### src/rtl/queue_reg.sv
// Register-mapped FIFO: producer pushes at the tail, consumer pops from the head.
// Head word is visible combinationally; fill level and sticky error flags are reported.
module queue_reg #(
    parameter  int DEPTH = 8,
    parameter  int WIDTH = 16,
    localparam int CW    = $clog2(DEPTH + 1)
) (
    input  logic             sysclk,
    input  logic             sysreset,
    input  logic [WIDTH-1:0] data_in,
    input  logic             load,
    input  logic             read,
    input  logic             flush,
    input  logic             clear_err,
    output logic [WIDTH-1:0] data_out,
    output logic [CW-1:0]    count,
    output logic             empty,
    output logic             full,
    output logic             overflow,
    output logic             underflow
);

    localparam int PW = (DEPTH > 1) ? $clog2(DEPTH) : 1;

    logic [WIDTH-1:0] mem_q [DEPTH];
    logic [WIDTH-1:0] mem_d [DEPTH];
    logic [PW-1:0]    rd_ptr_q, rd_ptr_d;
    logic [PW-1:0]    wr_ptr_q, wr_ptr_d;
    logic [CW-1:0]    count_q, count_d;
    logic             overflow_q, overflow_d;
    logic             underflow_q, underflow_d;

    logic do_push, do_pop, ovf_evt, unf_evt;

    // Wrap by explicit compare so non-power-of-two depths work.
    function automatic logic [PW-1:0] ptr_inc(input logic [PW-1:0] p);
        return (p == PW'(DEPTH - 1)) ? '0 : p + PW'(1);
    endfunction

    assign empty     = (count_q == '0);
    assign full      = (count_q == CW'(DEPTH));
    assign count     = count_q;
    assign overflow  = overflow_q;
    assign underflow = underflow_q;
    assign data_out  = empty ? '0 : mem_q[rd_ptr_q];

    // A pop on the same edge frees the slot, so a full queue can still accept a push.
    assign do_push = !flush && load && (!full || read);
    assign do_pop  = !flush && read && !empty;
    assign ovf_evt = !flush && load && !read && full;
    assign unf_evt = !flush && read && empty;

    always_comb begin
        mem_d       = mem_q;
        rd_ptr_d    = rd_ptr_q;
        wr_ptr_d    = wr_ptr_q;
        count_d     = count_q;
        overflow_d  = overflow_q;
        underflow_d = underflow_q;

        if (flush) begin
            rd_ptr_d = '0;
            wr_ptr_d = '0;
            count_d  = '0;
        end else begin
            if (do_push) begin
                mem_d[wr_ptr_q] = data_in;
                wr_ptr_d        = ptr_inc(wr_ptr_q);
            end
            if (do_pop) begin
                rd_ptr_d = ptr_inc(rd_ptr_q);
            end
            count_d = count_q + CW'(do_push) - CW'(do_pop);
        end

        // New error events take precedence over a same-cycle clear.
        if (clear_err) begin
            overflow_d  = 1'b0;
            underflow_d = 1'b0;
        end
        if (ovf_evt) overflow_d  = 1'b1;
        if (unf_evt) underflow_d = 1'b1;
    end

    always_ff @(posedge sysclk or posedge sysreset) begin
        if (sysreset) begin
            mem_q       <= '{default: '0};
            rd_ptr_q    <= '0;
            wr_ptr_q    <= '0;
            count_q     <= '0;
            overflow_q  <= 1'b0;
            underflow_q <= 1'b0;
        end else begin
            mem_q       <= mem_d;
            rd_ptr_q    <= rd_ptr_d;
            wr_ptr_q    <= wr_ptr_d;
            count_q     <= count_d;
            overflow_q  <= overflow_d;
            underflow_q <= underflow_d;
        end
    end

endmodule

### config.mk
export PLATFORM = sky130hd
export DESIGN_NAME = queue_reg
export DESIGN_NICKNAME = d
export VERILOG_FILES = /design/src/rtl/queue_reg.sv
export SDC_FILE = /design/constraint.sdc
export NUM_CORES = 1
export LEC_CHECK = 0
export CAP_MARGIN = 10
export CORE_MARGIN = 2
export CORE_UTILIZATION = 63
export CTS_CLUSTER_DIAMETER = 200
export DETAILED_ROUTE_END_ITERATION = 8
export PLACE_DENSITY = 0.85
export SKIP_LAST_GASP = 1
export SLEW_MARGIN = 20
export SYNTH_ARGS = -nofsm -noshare
export SYNTH_HDL_FRONTEND = slang
export SYNTH_SLANG_ARGS = --single-unit
### constraint.sdc
create_clock -name sysclk -period 11.74 [get_ports sysclk]
set_clock_uncertainty 0.2 [all_clocks]
set_input_delay 2.348 -clock sysclk [delete_from_list [all_inputs] [get_ports sysclk]]
set_output_delay 2.348 -clock sysclk [all_outputs]
set_load 0.03 [all_outputs]
After elaboration in Yosys (flattened, before gate mapping)
Cells that the tools add are included.
W data, S select, Z words.
- register bits: 140
- latch bits: 0
- bits in writable memories: 0
- ROM bits: 0
- output and inout bits: 24
- logic and storage cells: 62
- memories: 0
- add/sub/neg operators: 4
- multiply operators: 0
- divide/modulo/power cells: 0
- order comparisons: 3
- equality and inequality tests: 3
- shift-type cells: 0
- muxes and demuxes: 17
- bitwise logic cells: 3
- reduce and logical (&&, ||, !) cells: 19
- operator list (operator ; count):
    $bwmux W128 ; 1
    $mux W16 ; 4
    $bmux W16 S3 ; 1
    $demux W16 S3 ; 1
    $mux W3 ; 6
    $ge A4 B4 Y1 const B ; 2
    $logic_and A1 B1 Y1 ; 8
    $not A3 Y4 ; 2
    $reduce_bool A2 Y1 ; 4
    $add A3 B1 Y3 const B ; 2
    $eq A3 B3 Y1 const B ; 2
    $add A4 B1 Y4 ; 1
    $eq A4 B4 Y1 const B ; 1
    $logic_not A1 Y1 ; 4
    $logic_not A4 Y1 ; 1
    $lt A4 B1 Y1 const B ; 1
    $mux W4 ; 1
    $sub A4 B1 Y4 ; 1
    $mux W1 ; 3
    $reduce_and A2 Y1 ; 1
    $logic_or A1 B1 Y1 ; 1
    $not A1 Y1 ; 1

Logic depth before layout (Yosys ltp)
Gate-level depths: netlist of run 1.
- depth in word-level cells: 7
- gate-level depth with buffers: 11
- mapped depth without buffers: 11

Worst setup path after synthesis of run 1
Ideal clock, no wire load.
- path kind: reg2out
- from: reg count_q[2], in the netlist count[2]
- to: out data_out[10]
- arrival: 2.217 ns
- setup slack: 6.975 ns
- cell stages (with the launch flop): 8
- path buffers: 1
- cells stage by stage: dfrtp_1 > inv_1 > ha_1 > or3b_2 > inv_1 > nor2_1 > clkbuf_1 > a22o_1
- word-level cells in the longest chain between the ends: 2
- RTL lines (element ; RTL line ; RTL):
    from (decl) ; 29 ; logic [CW-1:0] count_q, count_d;
    from (signal assigned) ; 97 ; count_q <= count_d;
    $logic_not A4 Y1 ; 40 ; assign empty = (count_q == '0);
    net empty ; 17 ; output logic empty,
    $mux W16 ; 45 ; assign data_out = empty ? '0 : mem_q[rd_ptr_q];
    to (decl) ; 15 ; output logic [WIDTH-1:0] data_out,
The timed path passes the listed nets, and every way through them passes these cells.

Worst setup path after layout of run 1
- from: reg count_q[2], in the netlist count[2]
- to: out data_out[1]
- word-level cells in the longest chain between the ends: 2
- RTL lines (element ; RTL line):
    $logic_not A4 Y1 ; 40
    $mux W16 ; 45
No other way between the ends.

==> results.json, run 1 <==
{
  "setup-violations-final": 0,
  "slew_viol_final": 0,
  "effective_utilization_at_floorplan_pct": 63.9,
  "synth_compound_gate_area_share_pct": 3.29,
  "cpMaxStageDelayCell": "sky130_fd_sc_hd__nor2_2",
  "grt_pass1_wl_mm": 21.7,
  "grtUsageTotal_pct": 25.9,
  "clk_pin_slew_worst_paths_ns": 0.06,
  "flow.area_growth_from_synthesis_pct": 17.8,
  "post_synthesis_area_per_instance_um2": 15.7,
  "rsz0062_at_grt": "no",
  "min-delay-start": "mem_q[6]",
  "timing_hold_violations_final": 0,
  "synth.area.mux_share_pct": 33.6,
  "timing.max_cap.violations": 0,
  "tns_setup_ns": 0,
  "synth_fp_nets": 446,
  "antenna_found_initial": 0,
  "critPathRequiredTime_ns": 9.19,
  "critical_path.reg2reg.endpoint": "count[3]",
  "crit-reg2reg-launch": "count[2]",
  "worst_skew_pair.late_latency_ns": 0.51,
  "irDropWorstVdd_v": 0.000137,
  "clock-sinks": 140,
  "floorplan.die_area_um2": 11200,
  "cts_tree": "done",
  "hold_path_end": "mem_q[6]",
  "design.core.area_um2": 10200,
  "cts-resized-gates": 0,
  "syn_area_um2": 6510,
  "clk_root_buffer_cell": "sky130_fd_sc_hd__clkbuf_8",
  "floorplan.io_pins": 46,
  "first_pass_iters": 6,
  "synth_flop_cell": "sky130_fd_sc_hd__dfrtp_1",
  "cts_hold_buf": 0,
  "ys_ff_latch": 140,
  "drt_drc_violations_left": 0,
  "die_width_um": 106,
  "holdPathStages": 1,
  "crit_path_end_kind": "output pin",
  "slew_headroom_pct": 31.4,
  "worst_hold_slack_ns": 0.302,
  "edff_count_synth": 0,
  "post-route-min-period_ns": 5.79,
  "synth_simple_gate_area_share_pct": 4.48,
  "reg2reg_setup_slack_ns": 8.87,
  "critical_path.startpoint_type": "flip-flop",
  "crit_cells": 7,
  "worst_path_most_repeated_cell": "sky130_fd_sc_hd__inv_1",
  "grt-ovfl-total": 0,
  "drive_above_1_share_pct": 45.4,
  "vias_after_detailed_routing": 3769,
  "power-per-cell-area_nw_per_um2": 225,
  "crit_buf_inv": 3,
  "post_cts_buffers": 0,
  "detailed_place_hpwl_mm": 7.62,
  "post-route-period-util_pct": 49.3,
  "dpl_cell_area_um2": 7090,
  "netlist_instances": 414,
  "cpPeakStageDelay_ns": 0.79,
  "cp_cell_sequence": "inv_1 > ha_1 > or3b_2 > inv_1 > nor2_2 > a22o_1 > clkdlybuf4s50_1",
  "grt_pass1_vias": 4136,
  "drt_wl_total_mm": 13.4,
  "ys.warnings.count": 0,
  "crit_type": "reg2out",
  "count_of_inserted_antenna_diode_cells": 0,
  "synth-adder-area-share_pct": 2.04,
  "hold_path_class": "reg2reg",
  "final_nets": 493,
  "cts-buffers-inserted": 17,
  "number_of_port_buffers": 45,
  "ant_nets": 0,
  "wl_per_cell_um": 21.9,
  "gp_weighted_congestion": 0.777,
  "critical_path.top_delay_family": "simple AND/OR/NAND/NOR gates",
  "async_flop_share_pct": 100,
  "post-layout-total-power_w": 0.00173,
  "crit_path_max_fanout": 16,
  "seq_area_frac_synth_pct": 53.8,
  "die-height_um": 106,
  "cts-htree-levels": 4,
  "power_leakage_nw": 3.47,
  "grt_max_degree": 87,
  "design_area_um2": 7670,
  "synth-xor-area-share_pct": 0.135,
  "crit_arrival_ns": 3.24,
  "dominant_combinational_cell_family_by_area_after_synthesis": "multiplexers",
  "ff2ff_path_depth": 11,
  "core.rowCount": 37,
  "routed_via_density": 6.18,
  "maxClockFrequency_ghz": 0.173,
  "ys_types": 36,
  "run_status": "completed",
  "ctsLongestPathBuffers": 2,
  "worst_pin_slew_ns": 1.03,
  "drt_first_iter_violations": 275
}
## power by group
group,internal [W],switching (W)
sequential,0.000589,0.0000692
clock,0.000319,0.000201
combinational,0.000286,0.000265
total,0.00119,0.000535
## Yosys cell counts, types with 2 or more instances
cell                       count  area, µm²
sky130_fd_sc_hd__a22o_1       16        140
sky130_fd_sc_hd__buf_6         2       22.5
sky130_fd_sc_hd__buf_4         5       37.5
sky130_fd_sc_hd__o21ai_0       6       30.0
sky130_fd_sc_hd__dfrtp_1     140       3500
sky130_fd_sc_hd__buf_2         6       30.0
sky130_fd_sc_hd__clkbuf_1     11       41.3
sky130_fd_sc_hd__inv_1        12       45.0
sky130_fd_sc_hd__mux2_2      130       1460
sky130_fd_sc_hd__a21oi_1       6       30.0
sky130_fd_sc_hd__nor4b_2       2       30.0
sky130_fd_sc_hd__nand3_1       5       25.0
sky130_fd_sc_hd__nand2_1       2       7.51
sky130_fd_sc_hd__ha_1          9        113
sky130_fd_sc_hd__nor2_1        6       22.5
sky130_fd_sc_hd__nand4b_2      2       30.0
sky130_fd_sc_hd__nor2b_1       4       25.0
sky130_fd_sc_hd__mux4_2       32        721
## flip-flops by register name (all words and copies together), names as in the netlist
signal     flops
rd_ptr_q       3
underflow      1
overflow       1
wr_ptr_q       3
mem_q        128
count          4
## per-stage QoR
step / util [%] / worst slack [ns] / instances
finish: 75.3 / 5.95 / 610
CTS: 75.3 / 5.94 / 610
global route: 75.3 / 5.77 / 610
detailed placement: 69.6 / 6.51 / 578
floorplan: - / 5.44 / 414
global placement: 69.6 / 6.53 / 578
## metal layers
layer | part of all wire [%] | GRT usage [%]
met1 | 44 | 34.9
met4 | 1.2 | 9.49
met2 | 51 | 42.5
met3 | 3.2 | 4.89
met5 | 0 | 0
## worst max-delay path by stage
stage / startpoint / to / slack (ns)
floorplan: sysreset / count[0] / 5.44
global placement: count[2] / data_out[1] / 6.53
detailed placement: count[2] / data_out[7] / 6.51
CTS: count[2] / data_out[7] / 5.94
global route: count[2] / data_out[1] / 5.77
finish: count[2] / data_out[1] / 5.95
## cells by family after synthesis
family,Yosys count
xor+xnor,1
simple gates,35
buf+inv,36
fa+ha+maj,10
flops,140
mux,162
compound gates,30
## cells in the final DEF, fill, tap and decap left out, types with 2 or more instances in the layout
cell,Yosys,layout
sky130_fd_sc_hd__ha_1,9,9
sky130_fd_sc_hd__dfrtp_2,0,2
sky130_fd_sc_hd__bufinv_16,0,2
sky130_fd_sc_hd__clkinv_4,0,2
sky130_fd_sc_hd__mux2_2,130,130
sky130_fd_sc_hd__clkbuf_8,0,4
sky130_fd_sc_hd__clkdlybuf4s50_1,0,45
sky130_fd_sc_hd__mux4_2,32,32
sky130_fd_sc_hd__buf_4,5,7
sky130_fd_sc_hd__nor2_1,6,5
sky130_fd_sc_hd__a22o_1,16,16
sky130_fd_sc_hd__nand2_1,2,2
sky130_fd_sc_hd__dfrtp_1,140,138
sky130_fd_sc_hd__clkinvlp_4,0,3
sky130_fd_sc_hd__clkbuf_1,11,2
sky130_fd_sc_hd__o21ai_0,6,6
sky130_fd_sc_hd__inv_1,12,11
sky130_fd_sc_hd__clkbuf_16,0,16
sky130_fd_sc_hd__nand3_1,5,5
sky130_fd_sc_hd__nand4b_2,2,2
sky130_fd_sc_hd__nor4b_4,1,3
sky130_fd_sc_hd__a21oi_1,6,6
sky130_fd_sc_hd__clkinv_2,0,3
sky130_fd_sc_hd__nor2b_1,4,4
## worst reg2reg max path, cell delays in order (launching register included)
cell                      delay (ns)
sky130_fd_sc_hd__dfrtp_1        0.38
sky130_fd_sc_hd__inv_1          0.10
sky130_fd_sc_hd__ha_1           0.16
sky130_fd_sc_hd__or3b_2         0.50
sky130_fd_sc_hd__inv_1          0.18
sky130_fd_sc_hd__nor2_1         0.08
sky130_fd_sc_hd__ha_1           0.27
sky130_fd_sc_hd__inv_1          0.04
sky130_fd_sc_hd__ha_1           0.20
sky130_fd_sc_hd__a21o_1         0.18
sky130_fd_sc_hd__a21oi_1        0.14
sky130_fd_sc_hd__mux2_2         0.34
## cell type report
| type | instances | area (µm²) |
|---|---|---|
| clock buffers | 22 | 463 |
| clock inverters | 10 | 115 |
| repair buffers | 52 | 503 |
| well taps | 136 | 170 |
| inverters | 12 | 50.0 |
| flip-flops and latches | 140 | 3510 |
| multi-input cells | 238 | 2860 |
| fillers | 614 | 2520 |
Note: power is estimated with default switching activity, not from simulation.
==> run 2, diff against run 1 <==
- CORE_UTILIZATION: 63 -> 59
- PLACE_DENSITY: 0.85 -> 0.8
- clock period: 11.74 -> 5.4 ns (I/O delays scaled with it)
==> run 2 against run 1 <==
  * Routed wire length is 1.8% lower
  * Final area is 1.5% higher
  * Die area is 6.5% higher
  * Sequential share of layout area is 0.68 points lower
  * Setup slack worse by 5.1 ns
  * Final cell count is 1.3% higher
  * Sequential power is 120% higher
  * Hold slack worse by 0.0017 ns
  * Register-to-register slack worse by 6.5 ns
  * Via count is 0.24% lower
  * Combinational power is 120% higher
  * Global-route usage is 1.2 points lower
  * Critical endpoint is now data_out[3]
==> results.json, run 2 (synthesis results as in run 1) <==
{
  "power_leakage_nw": 3.54,
  "grt_pass1_wl_mm": 21.3,
  "vias_after_detailed_routing": 3760,
  "layout_commonest_cell": "sky130_fd_sc_hd__dfrtp_1",
  "tns_setup_ns": 0,
  "design_area_um2": 7780,
  "die-height_um": 109,
  "cts-resized-gates": 0,
  "worst_skew_pair.late_latency_ns": 0.53,
  "wl_per_cell_um": 21.2,
  "multi_input_combinational_cell_area_um2": 2860,
  "crit_path_max_fanout": 27,
  "hold_path_end": "mem_q[24]",
  "first_pass_iters": 4,
  "drt_drc_violations_left": 0,
  "holdPathStages": 1,
  "pre_cts_slack_ns": 1.40,
  "cts-htree-levels": 4,
  "crit_path_end_kind": "output pin",
  "hold_path_class": "reg2reg",
  "final.setup.worst_slack_ns": 0.889,
  "core.rowCount": 38,
  "routed_via_density": 6.08,
  "crit_arrival_ns": 3.23,
  "timing.max_cap.violations": 0,
  "fill_cells": 688,
  "layout.area.seq_um2": 3500,
  "worst_pin_slew_ns": 0.909,
  "post-layout-total-power_w": 0.00390,
  "gr-max-usage-layer": "met2",
  "drive_above_1_share_pct": 45.8,
  "grt-ovfl-total": 0,
  "slew_headroom_pct": 39.4,
  "design.core.area_um2": 10800,
  "grt_max_degree": 85,
  "drt_first_iter_violations": 180,
  "clk_pin_slew_worst_paths_ns": 0.06,
  "cts-buffers-inserted": 17,
  "irDropWorstVdd_v": 0.000315,
  "critical_path.reg2reg.endpoint": "count[3]",
  "largest_reg_flops": 128,
  "ff2ff_path_depth": 10,
  "ant_nets": 0,
  "post-route-min-period_ns": 4.51,
  "rsz0062_at_grt": "no",
  "ctsLongestPathBuffers": 2,
  "min-delay-start": "mem_q[24]",
  "cpPeakStageDelay_ns": 0.96,
  "clk_root_buffer_cell": "sky130_fd_sc_hd__clkbuf_8",
  "critical_path.startpoint_type": "flip-flop",
  "grt_pass1_vias": 3920,
  "timing_hold_violations_final": 0,
  "dpl_cell_area_um2": 7130,
  "globalRouteMet2Util_pct": 39.1,
  "setup-violations-final": 0,
  "count_of_inserted_antenna_diode_cells": 0,
  "crit-reg2reg-launch": "count[2]",
  "drt_wl_total_mm": 13.1,
  "most-common-layout-cells": "sky130_fd_sc_hd__dfrtp_1, sky130_fd_sc_hd__mux2_2, sky130_fd_sc_hd__clkdlybuf4s50_1, sky130_fd_sc_hd__mux4_2",
  "cpMaxStageDelayCell": "sky130_fd_sc_hd__dfrtp_2",
  "number_of_port_buffers": 45,
  "final_nets": 497,
  "post-route-period-util_pct": 83.5,
  "cp_cell_sequence": "buf_4 > mux4_2 > a22o_1 > clkdlybuf4s50_1",
  "effective_utilization_at_floorplan_pct": 60.3,
  "cts_tree": "done",
  "floorplan.die_area_um2": 11900,
  "global_route_track_usage_on_met1_pct": 34.1,
  "post_cts_buffers": 0,
  "max_flop_register": "mem_q",
  "grtUsageTotal_pct": 24.7,
  "gp_weighted_congestion": 0.793,
  "critPathRequiredTime_ns": 4.12,
  "power-per-cell-area_nw_per_um2": 501,
  "reg2reg_setup_slack_ns": 2.40,
  "crit_type": "reg2out",
  "detailed_place_hpwl_mm": 7.71,
  "run_status": "completed",
  "slew_viol_final": 0,
  "clock-sinks": 140,
  "global_route.usage.met3_pct": 5.68,
  "worst_hold_slack_ns": 0.300,
  "die_width_um": 109,
  "maxClockFrequency_ghz": 0.222,
  "cts_hold_buf": 0,
  "flow.area_growth_from_synthesis_pct": 19.5,
  "floorplan.io_pins": 46,
  "antenna_found_initial": 0
}
## run 2: metal layers
metal / part of all wire, % / vias to the layer above
met4: 1.5 / 0
met5: 0 / -
li1: - / 1666
met3: 3.7 / 13
met1: 45 / 2004
met2: 50 / 77
## run 2: worst max path at each step
stage	from	to	slack, ns	depth (start not counted)
2_1_floorplan	sysreset	count[0]	0.37	1
3_3_place_gp	rd_ptr_q[0]	data_out[3]	1.39	4
3_5_place_dp	rd_ptr_q[0]	data_out[3]	1.40	4
4_1_cts	rd_ptr_q[0]	data_out[3]	0.80	4
5_1_grt	rd_ptr_q[0]	data_out[1]	0.68	4
6_report	rd_ptr_q[0]	data_out[3]	0.89	4
## run 2: per-stage QoR
| step | cells | util [%] |
|---|---|---|
| floorplan | 414 | - |
| global placement | 586 | 66.1 |
| detailed placement | 586 | 66.1 |
| CTS | 618 | 72.1 |
| global route | 618 | 72.1 |
| finish | 618 | 72.1 |
## run 2: cell type report
class                   count  share of cell area (%)
well taps                 140                    2.25
clock inverters            12                    2.46
multi-input cells         238                    36.7
repair buffers             56                    7.01
flip-flops and latches    140                    45.0
clock buffers              20                    5.85
inverters                  12                   0.643
## run 2: where the power goes
group	internal, W	switching, W	total, W
clock	0.000830	0.000431	0.00126
combinational	0.000630	0.000565	0.00120
sequential	0.00128	0.000162	0.00144
total	0.00274	0.00116	0.00390
## run 2: worst max-delay path, delay by kind of cell (launching register included)
family | cells | cell delay [ns]
muxes | 1 | 0.52
buffers and inverters | 2 | 0.96
AOI/OAI and AO/OA | 1 | 0.24
DFF | 1 | 0.96
